**src/rtl/mc_ctrl_pkg.sv**
```systemverilog
// mc_ctrl_pkg: opcodes, ALU-control and mux-select encodings shared by the control path.
package mc_ctrl_pkg;
    localparam logic [6:0] OPC_OP     = 7'b0110011;
    localparam logic [6:0] OPC_OP_IMM = 7'b0010011;
    localparam logic [6:0] OPC_LOAD   = 7'b0000011;
    localparam logic [6:0] OPC_STORE  = 7'b0100011;
    localparam logic [6:0] OPC_LUI    = 7'b0110111;
    localparam logic [6:0] OPC_AUIPC  = 7'b0010111;
    localparam logic [6:0] OPC_BRANCH = 7'b1100011;
    localparam logic [6:0] OPC_JAL    = 7'b1101111;
    localparam logic [6:0] OPC_JALR   = 7'b1100111;

    localparam logic [1:0] ALU_ADD = 2'b00;
    localparam logic [1:0] ALU_RI  = 2'b01;
    localparam logic [1:0] ALU_BR  = 2'b10;

    localparam logic [1:0] SRCA_RS1  = 2'b00;
    localparam logic [1:0] SRCA_PC   = 2'b01;
    localparam logic [1:0] SRCA_ZERO = 2'b10;
    localparam logic       SRCB_RS2  = 1'b0;
    localparam logic       SRCB_IMM  = 1'b1;

    localparam logic [1:0] WB_ALU  = 2'b00;
    localparam logic [1:0] WB_LOAD = 2'b01;
    localparam logic [1:0] WB_PC4  = 2'b10;

    localparam logic [1:0] PC_PLUS4 = 2'b00;
    localparam logic [1:0] PC_IMM   = 2'b01;
    localparam logic [1:0] PC_ALU   = 2'b10;

    typedef enum logic [3:0] {
        C_OP, C_OPIMM, C_LOAD, C_STORE, C_LUI, C_AUIPC, C_BRANCH, C_JAL, C_JALR, C_ILL
    } op_class_t;
endpackage

```
**src/rtl/mc_ctrl_op_class_dec.sv**
```systemverilog
// op_class_dec: opcode to instruction class plus legal flag.
import mc_ctrl_pkg::*;

module op_class_dec (
    input  logic [6:0] opcode,
    output op_class_t  cls,
    output logic       legal
);
    always_comb begin
        case (opcode)
            OPC_OP:     cls = C_OP;
            OPC_OP_IMM: cls = C_OPIMM;
            OPC_LOAD:   cls = C_LOAD;
            OPC_STORE:  cls = C_STORE;
            OPC_LUI:    cls = C_LUI;
            OPC_AUIPC:  cls = C_AUIPC;
            OPC_BRANCH: cls = C_BRANCH;
            OPC_JAL:    cls = C_JAL;
            OPC_JALR:   cls = C_JALR;
            default:    cls = C_ILL;
        endcase
        legal = cls != C_ILL;
    end
endmodule

```
**src/rtl/mc_ctrl.sv**
```systemverilog
// mc_ctrl: multi-cycle main control FSM; state and halted are the only flops,
// all strobes and selects decode combinationally from state, opcode and br_taken.
import mc_ctrl_pkg::*;

module mc_ctrl (
    input  logic       clk,
    input  logic       rst,
    input  logic [6:0] opcode,
    input  logic       br_taken,
    input  logic       imem_rdy,
    input  logic       dmem_rdy,
    output logic       imem_re,
    output logic       ir_we,
    output logic       dmem_re,
    output logic       dmem_we,
    output logic [1:0] alu_src_a,
    output logic       alu_src_b,
    output logic [1:0] aluCtrlOp,
    output logic       itype,
    output logic       alu_out_we,
    output logic       reg_we,
    output logic [1:0] wb_sel,
    output logic       pc_we,
    output logic [1:0] pc_sel,
    output logic       retire,
    output logic       halted
);
    typedef enum logic [3:0] {
        S_BOOT, S_FETCH, S_DECODE, S_EXEC, S_MEM, S_WB, S_BRANCH, S_JUMP, S_HALT
    } state_t;

    state_t    state;
    op_class_t cls;
    logic      legal;

    op_class_dec u_dec (.opcode(opcode), .cls(cls), .legal(legal));

    always_ff @(posedge clk or posedge rst) begin
        if (rst) begin
            state  <= S_BOOT;
            halted <= 1'b0;
        end else begin
            case (state)
                S_BOOT:   state <= S_FETCH;
                S_FETCH:  if (imem_rdy) state <= S_DECODE;
                S_DECODE: begin
                    if (!legal) halted <= 1'b1;
                    state <= !legal ? S_HALT :
                             cls == C_BRANCH ? S_BRANCH :
                             (cls == C_JAL || cls == C_JALR) ? S_JUMP : S_EXEC;
                end
                S_EXEC:   state <= (cls == C_LOAD || cls == C_STORE) ? S_MEM : S_WB;
                S_MEM:    if (dmem_rdy) state <= cls == C_LOAD ? S_WB : S_FETCH;
                S_WB, S_BRANCH, S_JUMP: state <= S_FETCH;
                S_HALT:   state <= S_HALT;
                default:  state <= S_BOOT;
            endcase
        end
    end

    always_comb begin
        imem_re    = 1'b0;
        ir_we      = 1'b0;
        dmem_re    = 1'b0;
        dmem_we    = 1'b0;
        alu_src_a  = SRCA_RS1;
        alu_src_b  = SRCB_RS2;
        aluCtrlOp  = ALU_ADD;
        itype      = 1'b0;
        alu_out_we = 1'b0;
        reg_we     = 1'b0;
        wb_sel     = WB_ALU;
        pc_we      = 1'b0;
        pc_sel     = PC_PLUS4;
        retire     = 1'b0;
        case (state)
            S_FETCH: begin
                imem_re = 1'b1;
                ir_we   = imem_rdy;
            end
            S_EXEC: begin
                alu_out_we = 1'b1;
                alu_src_a  = cls == C_LUI ? SRCA_ZERO : cls == C_AUIPC ? SRCA_PC : SRCA_RS1;
                alu_src_b  = cls == C_OP ? SRCB_RS2 : SRCB_IMM;
                aluCtrlOp  = (cls == C_OP || cls == C_OPIMM) ? ALU_RI : ALU_ADD;
                itype      = cls == C_OPIMM;
            end
            S_MEM: begin
                dmem_re = cls == C_LOAD;
                dmem_we = cls == C_STORE;
                pc_we   = cls == C_STORE && dmem_rdy;
                retire  = cls == C_STORE && dmem_rdy;
            end
            S_WB: begin
                reg_we = 1'b1;
                wb_sel = cls == C_LOAD ? WB_LOAD : WB_ALU;
                pc_we  = 1'b1;
                retire = 1'b1;
            end
            S_BRANCH: begin
                aluCtrlOp = ALU_BR;
                pc_we     = 1'b1;
                pc_sel    = br_taken ? PC_IMM : PC_PLUS4;
                retire    = 1'b1;
            end
            S_JUMP: begin
                alu_src_b = cls == C_JALR ? SRCB_IMM : SRCB_RS2;
                reg_we    = 1'b1;
                wb_sel    = WB_PC4;
                pc_we     = 1'b1;
                pc_sel    = cls == C_JALR ? PC_ALU : PC_IMM;
                retire    = 1'b1;
            end
            default: ;
        endcase
    end
endmodule

```
**config.mk**
```make
export PLATFORM = sky130hd
export DESIGN_NAME = mc_ctrl
export DESIGN_NICKNAME = d
export VERILOG_FILES = /design/src/rtl/mc_ctrl_pkg.sv /design/src/rtl/mc_ctrl_op_class_dec.sv /design/src/rtl/mc_ctrl.sv
export SDC_FILE = /design/constraint.sdc
export NUM_CORES = 1
export LEC_CHECK = 0
export BUFFER_PORTS_ARGS = -buffer_cell sky130_fd_sc_hd__buf_2
export CORE_UTILIZATION = 48
export CTS_CLUSTER_DIAMETER = 100
export DETAILED_ROUTE_END_ITERATION = 7
export HOLD_SLACK_MARGIN = 0.02
export PLACE_DENSITY = 0.83
export REMOVE_ABC_BUFFERS = 1
export SYNTH_ARGS = -nofsm -noshare
export SYNTH_HDL_FRONTEND = slang
export SYNTH_HIERARCHICAL = 1
export SYNTH_SLANG_ARGS = --single-unit
```
**constraint.sdc**
```tcl
create_clock -name clk -period 4.5 [get_ports clk]
set_input_delay 0.9 -clock clk [delete_from_list [all_inputs] [get_ports clk]]
set_output_delay 0.9 -clock clk [all_outputs]
set_load 0.05 [all_outputs]
```
* Word-level counts from Yosys, hierarchy flattened
Index checks and enable logic that the tools add are counted.
** Operators by class
- Multiplexer cells :: 30
- $add $sub $neg :: 0
- Bitwise logic cells :: 1
- Reduce and logical (&&, ||, !) cells :: 11
- Equal/unequal tests :: 28
- $lt $le $gt $ge :: 0
- Multiply operators :: 0
- Shifts and indexed selects :: 0
- Divide/modulo/power cells :: 0
** Operators with widths (count)
- one-hot mux 4 bit (9 select lines) :: 1
- equality test 4 x 3 -> 1 bit (second input constant) :: 8
- one-hot mux 4 bit (6 select lines) :: 1
- equality test 7 x 6 -> 1 bit (second input constant) :: 3
- equality test 7 bit (second input constant) :: 3
- equality test 4 x 2 -> 1 bit (second input constant) :: 4
- equality test 7 x 5 -> 1 bit (second input constant) :: 2
- 2-to-1 mux 1 bit :: 14
- 2-to-1 mux 4 bit :: 3
- one-hot mux 2 bit (2 select lines) :: 3
- 2-to-1 mux 3 bit :: 3
- equality test 4 x 1 -> 1 bit (second input constant) :: 2
- equality test 4 bit (second input constant) :: 2
- logical NOT 4 bit :: 2
- equality test 7 x 2 -> 1 bit (second input constant) :: 1
- 2-to-1 mux 2 bit :: 3
- inequality test 2 bit (second input constant) :: 2
- inequality test 4 bit (second input constant) :: 1
- one-hot mux 1 bit (2 select lines) :: 2
- AND reduction 2 bit :: 2
- OR reduction 4 bit :: 1
- logical OR 1 bit :: 3
- OR reduction 3 bit :: 1
- OR reduction 2 bit :: 1
- other kinds (2) :: 2
** Word-level totals
- Memories :: 0
- ROM bits :: 0
- Word-level logic and storage cells :: 72
- Bits in latches :: 0
- Bits of input ports :: 12
- Output and inout port bits :: 19
- Bits in registers :: 5
- RAM bits :: 0

* Logic depth before layout (Yosys ltp)
Gate-level depths: netlist (run 1).
- Word-level depth :: 8
- Mapped depth :: 8

* By module
Netlist (run 1), hierarchy kept.
** By module, submodules not included
- mc_ctrl :: cells an instance 64, area each 490.5 um^2, times used 1, sequential area each 125.1 um^2
- op_class_dec :: cells an instance 23, area each 142.6 um^2, times used 1, sequential area each 0.0 um^2

* Worst setup path after synthesis (run 1)
Ideal clock, no wire load.
- Path kind :: input to output
- Start point :: input port opcode[2]
- End point :: output port wb_sel[0]
- Path slack :: -0.027 ns
- Buffers on the path :: 0
- Data required time :: 3.600 ns
- Data arrival time :: 3.627 ns
- Cell stages on the path :: 5
- Cells stage by stage :: and3_1 > o21ai_0 > nor3_1 > or3b_1 > nor4b_1
** On the way
- Longest elaborated chain between the ends :: 5
- Elaborated cells on any way between the ends :: 13
- Those cells by class :: eq/ne (10); mux (3)
** RTL lines
- start, declared :: RTL line mc_ctrl.sv:8 : input logic [6:0] opcode,
- equality test 7 bit, or another cell as far along :: RTL line mc_ctrl_op_class_dec.sv:10 : case (opcode)
- one-hot mux 4 bit (9 select lines) * :: RTL line mc_ctrl_op_class_dec.sv:10
- via cls[1] :: RTL line mc_ctrl.sv:33 : op_class_t cls;
- equality test 4 x 2 -> 1 bit * :: RTL line mc_ctrl.sv:96 : wb_sel = cls == C_LOAD ? WB_LOAD : WB_ALU;
- 2-to-1 mux 1 bit * :: RTL line mc_ctrl.sv:96
- one-hot mux 2 bit (2 select lines) * :: RTL line mc_ctrl.sv:76 : case (state)
- end, declared :: RTL line mc_ctrl.sv:22 : output logic [1:0] wb_sel,
The timed path passes the listed nets; every way through them passes the cells marked *.

* Worst setup path in the final report (run 1)
- Start point :: input port opcode[2]
- End point :: output port dmem_re
** On the way
- Longest elaborated chain between the ends :: 4
- Elaborated cells on any way between the ends :: 12
- Those cells by class :: eq/ne (10); mux (2)
** RTL lines
- equality test 7 bit, or another cell as far along :: RTL line mc_ctrl_op_class_dec.sv:10
- one-hot mux 4 bit (9 select lines) * :: RTL line mc_ctrl_op_class_dec.sv:10
- via cls[1] :: RTL line mc_ctrl.sv:33
- equality test 4 x 2 -> 1 bit * :: RTL line mc_ctrl.sv:89 : dmem_re = cls == C_LOAD;
- 2-to-1 mux 1 bit * :: RTL line mc_ctrl.sv:76
- end, declared :: RTL line mc_ctrl.sv:14 : output logic dmem_re,
Marked as above.

==> run metrics, run 1 <==
main combinational cell family by area after synthesis simple AND/OR/NAND/NOR gates; post-route ant nets 0; Clock Path Buffers 2; wire per inst 10.73 µm; post-layout instance area 812.0 µm²; GRT Util Overall 0.2479; post-synthesis simple-gate area fraction 0.4605; drt drc 0; synthesized area 633.1 µm²; Post-CTS Repair Setup Buffers 0; count of input and output buffers 30; nets 131; Area Overhead vs Synth 28.26%; Core Region 0.001171 mm²; Die X 38.32 µm; CTS tree done; Yosys top cell by area dfrtp_1; FP Rows 12; Max FO, Critical Path 8; initial antenna violation count 0; die span in y 38.32 µm; GRT overflow 0; Setup WS pre-CTS 659.1 ps; HPWL Detailed 1.099 mm; vias in the first global route 595; Worst EP required 3600 ps; total of max-cap violations 0; TNS Setup 0 ps; Die ar. 0.001468 mm²; post-synthesis adder-cell area fraction 0; leak pwr 0.4311 nW; post-synthesis mux area share 0.01581; detail-routed via count per cell 5.523; Initial Util 0.5406; H-tree lvl count 1; detailed-route via count 729; Final Max Slew Viols 0; DRT iter0 DRCs 9; Final Power 0.0003641 W; IO Pins 31; startpoint types input port; DP Area 785.8 µm²; RePlAce Congestion 0.8174; unrepaired setup endpoints after global routing no; CTS root buf clkbuf_4; Clock Skews 2.304 ps; DR pass1 iterations 4; slew of the pin with the lowest slew margin 672.5 ps; hold crit path type reg -> reg; Fin. Hold Viols 0; total CTS buffers 3; Diodes inserted 0; Compound-Gate Fraction of Synth Area 0.2411; Hold Buf Count CTS 0; Total Wirelength 1.416 mm; Syn Area/Cell 7.277 µm²; final setup margin 631.3 ps; type of destination of the critical path output pin; FF+latch count, synth 5; Cells after Synth 87; synth unique cells 40; clk sink count 5; Synth top area share 0.1976; post-layout min period 3869 ps; outcome finished clean; largest net degree at the start of global routing 16; layout cells sized above 1 0.3390; P per Cell Area 448.4 mW/mm²; clk slew on worst S/H paths 40 ps; register area share after synthesis 0.1976; WS Path Type in -> out; Worst-Skew Late Latency 230 ps; Yosys warnings 6; Synth area leaders dfrtp_1, nor3_1, o21ai_0; slew margin rel. 0.5482; Synth Area in XOR/XNOR 0.01383; CTS resizes 0; count of final setup violators 0; Max Freq 258.5 MHz; first-pass GRT wire length 2.559 mm; Max VDD drop 0.3513 mV; Final period util 0.8597; WP data arrival 2970 ps
## metal layers
metal	routed length [µm]	vias to the layer above	GRT usage
met5	0	-	0
met4	0	0	0.1071
met3	62	0	0.03488
met2	618	24	0.3390
met1	734	325	0.3782
li1	-	380	-
## metrics by stage
step | util | hold WS, ps | instances
final | 0.6934 | 465.9 | 132
after detailed placement | 0.6709 | 467.2 | 128
after global placement | 0.6709 | 463.0 | 128
after global routing | 0.6934 | 486.8 | 132
after floorplan | - | 509.2 | 84
after CTS | 0.6934 | 478.8 | 132
## cells in the mapped netlist, drive strengths merged
master	instances
nor4b	2
and3b	3
clkbuf	2
nand2	5
o32a	1
a32oi	1
mux2i	1
o211a	1
buf	1
nand3b	1
nor2b	2
o22a	1
xnor2	1
o21a	2
dfrtp	5
nand3	2
and3	3
nor3	7
or4b	1
and2b	2
or3b	1
nand4b	1
inv	8
nor2	7
o21bai	2
o22ai	2
nor4	2
nand2b	1
a21oi	3
or3	3
a21o	1
and2	3
or2	1
a21boi	1
o21ai	6
a31oi	1
## final cells by class
cell class / count / area, µm²
timing repair buffer: 30 / 150.1
inverter: 8 / 30.03
clock buffer: 4 / 26.28
fill: 117 / 359.1
sequential: 5 / 125.1
tap: 14 / 17.52
multi-input combinational: 71 / 462.9
## cells by family (layout without fill, tap and decap cells)
group                  Yosys count  in the layout
XOR/XNOR                         1              1
AO/OA/AOI/OAI                   22             22
multiplexers                     1              1
buffers and inverters           11             42
AND/OR/NAND/NOR                 47             47
flip-flops                       5              5
## flip-flops by register name, summed over array words and instances, names as in the netlist
name / flops
state: 4
halted: 1
## path summary, 6_finish.rpt
check,from,end,slack (ps),cells past startpoint
max,opcode[2],dmem_re,630,8
min,halted$_DFFE_PP0P_,halted$_DFFE_PP0P_,470,1
max reg2reg,state[0]$_DFFE_PP0P_,state[2]$_DFFE_PP0P_,2690,4
min reg2reg,halted$_DFFE_PP0P_,halted$_DFFE_PP0P_,470,1
max in group asynchronous,rst,state[0]$_DFFE_PP0P_,3790,2
min in group asynchronous,rst,halted$_DFFE_PP0P_,550,2
## power by group
| part | switching [W] | internal (W) | total, W |
|---|---|---|---|
| Sequential | 0.0000384 | 0.0000604 | 0.0000988 |
| Combinational | 0.000137 | 0.0000798 | 0.000216 |
| Clock | 0.0000157 | 0.0000333 | 0.0000490 |
## worst max-delay path, cell delays in order
cell and delay, ps:
buf_2 150, and3_1 180, o21ai_0 70, nor3_1 530
or3b_1 480, or3_1 350, inv_1 60, buf_2 250
## cell usage in the layout (no fill, tap or decap), drive strengths merged, types with 2 or more instances in the layout
cell / count
nor4b: 2
and3b: 3
o22ai: 2
nand2: 5
nor3: 7
inv: 8
a21oi: 3
clkbuf: 4
o21ai: 6
buf: 30
and2b: 2
and2: 3
o21bai: 2
dfrtp: 5
nor2: 7
nor4: 2
o21a: 2
nand3: 2
or3: 3
nor2b: 2
and3: 3
Note: power is estimated with default switching activity, not from simulation.
==> inputs of run 2 (changes only) <==
clock period = 4.7 ns   (was 4.5 ns; I/O delays follow)
==> run 2 against run 1 <==
Against the previous run:
- final cell count stayed put
- global-route usage shrank 2.3 points
- total power shrank 4.5%
- clock skew shrank 0.55 ps
- critical path depth unchanged
- routed wire length fell by 1.3%
- sequential share of layout area unchanged
- sequential cell count stayed put
- critical endpoint unchanged
- highest routed layer unchanged
==> run metrics, run 2 (synthesis gave the netlist of run 1 again) <==
leak pwr 0.4311 nW; HPWL Detailed 1.105 mm; total of max-cap violations 0; slew of the pin with the lowest slew margin 666.7 ps; wire per inst 10.58 µm; Setup WS pre-CTS 791.9 ps; Fin. Hold Viols 0; count of input and output buffers 30; vias in the first global route 564; GRT overflow 0; Hold Buf Count CTS 0; TNS Setup 0 ps; type of destination of the critical path output pin; register area 125.1 µm²; Initial Util 0.5406; detailed-route via count 728; CTS tree done; Worst EP required 3760 ps; Diodes inserted 0; clk sink count 5; IO Pins 31; Multi-input gate area 462.9 µm²; Total Wirelength 1.397 mm; Largest register FFs 4; post-route ant nets 0; Max FO, Critical Path 8; Core Region 0.001171 mm²; largest net degree at the start of global routing 16; Max VDD drop 0.3386 mV; clk slew on worst S/H paths 40 ps; Sw Share 0.5222; Power Internal 0.0001662 W; CTS resizes 0; Max Freq 253.3 MHz; CTS root buf clkbuf_4; unrepaired setup endpoints after global routing no; Clock Path Buffers 2; Die X 38.32 µm; WS Path Type in -> out; most common cell after layout, fill and taps aside buf_2; Post-CTS Repair Setup Buffers 0; P per Cell Area 428.4 mW/mm²; outcome finished clean; fill cell total of the finished layout 103; post-layout instance area 812.0 µm²; post-layout min period 3948 ps; total CTS buffers 3; slew margin rel. 0.5521; Final period util 0.8399; DP Area 785.8 µm²; first-pass GRT wire length 2.373 mm; drt drc 0; initial antenna violation count 0; WP data arrival 3010 ps; Area Overhead vs Synth 28.26%; count of final setup violators 0; FP Rows 12; Seq pwr share 0.268; H-tree lvl count 1; Worst-Skew Late Latency 230 ps; detail-routed via count per cell 5.515; Largest regs state (4), halted (1); Die ar. 0.001468 mm²; DR pass1 iterations 4; startpoint types input port; final setup margin 752.3 ps; clock share of power 0.135; Reg with most FFs state; hold crit path type reg -> reg; Final Power 0.0003478 W; DRT iter0 DRCs 6; most frequent cells in the layout buf_2, inv_1, nor2_1, nor3_1, o21ai_0; Clock Skews 1.753 ps; power share of the combinational group 0.597; RePlAce Congestion 0.8179; Final Max Slew Viols 0; layout cells sized above 1 0.3390; Sw Pwr 0.0001816 W; die span in y 38.32 µm; nets 131; GRT Util Overall 0.2245
run 2: cell counts in the layout (fill, tap and decap cells not counted):
Identical to the previous run, type by type.
run 2: power by group through the flow:
stage | clock [W] | combinational [W] | sequential (W)
after floorplan | 0 | 0.000167 | 0.0000874
after global placement | 0 | 0.000205 | 0.0000937
after detailed placement | 0 | 0.000208 | 0.0000948
after CTS | 0.0000497 | 0.000208 | 0.0000944
after global routing | 0.0000514 | 0.000228 | 0.000101
final | 0.0000470 | 0.000208 | 0.0000934
run 2: path summary, 6_finish.rpt:
path                                           start                    to  slack [ps]  cells past startpoint
worst min register to register    halted$_DFFE_PP0P_    halted$_DFFE_PP0P_         470                      1
worst max-delay path                       opcode[2]               dmem_re         750                      8
min in group asynchronous                        rst    halted$_DFFE_PP0P_         580                      2
max in group asynchronous                        rst  state[0]$_DFFE_PP0P_        3960                      2
worst min-delay path              halted$_DFFE_PP0P_    halted$_DFFE_PP0P_         470                      1
worst max register to register  state[1]$_DFFE_PP0P_  state[2]$_DFFE_PP0P_        2900                      4
run 2: per-stage QoR:
step | util | hold WS, ps | cells
finish | 0.6934 | 468.0 | 132
global route | 0.6934 | 487.5 | 132
CTS | 0.6934 | 481.5 | 132
detailed placement | 0.6709 | 470.1 | 128
global placement | 0.6709 | 463.1 | 128
floorplan | - | 509.2 | 84
run 2: final cells by class:
cell class / count / share of cell area
flip-flops and latches: 5 / 0.1541
inverters: 8 / 0.03698
repair buffers: 30 / 0.1849
well taps: 14 / 0.02157
clock buffers: 4 / 0.03236
multi-input cells: 71 / 0.5701
run 2: layer usage:
| metal | GRT usage | share of wire | vias to the layer above |
|---|---|---|---|
| met5 | 0 | 0 | - |
| met4 | 0.08036 | 0 | 0 |
| met3 | 0 | 0.044 | 0 |
| met2 | 0.3347 | 0.44 | 23 |
| met1 | 0.3455 | 0.51 | 324 |
| li1 | - | - | 381 |
run 2: critical path, cell delays in order:
cell,delay (ps)
buf_2,150
and3_1,180
o21ai_0,70
nor3_1,520
or3b_1,490
or3_1,360
inv_1,60
buf_2,250
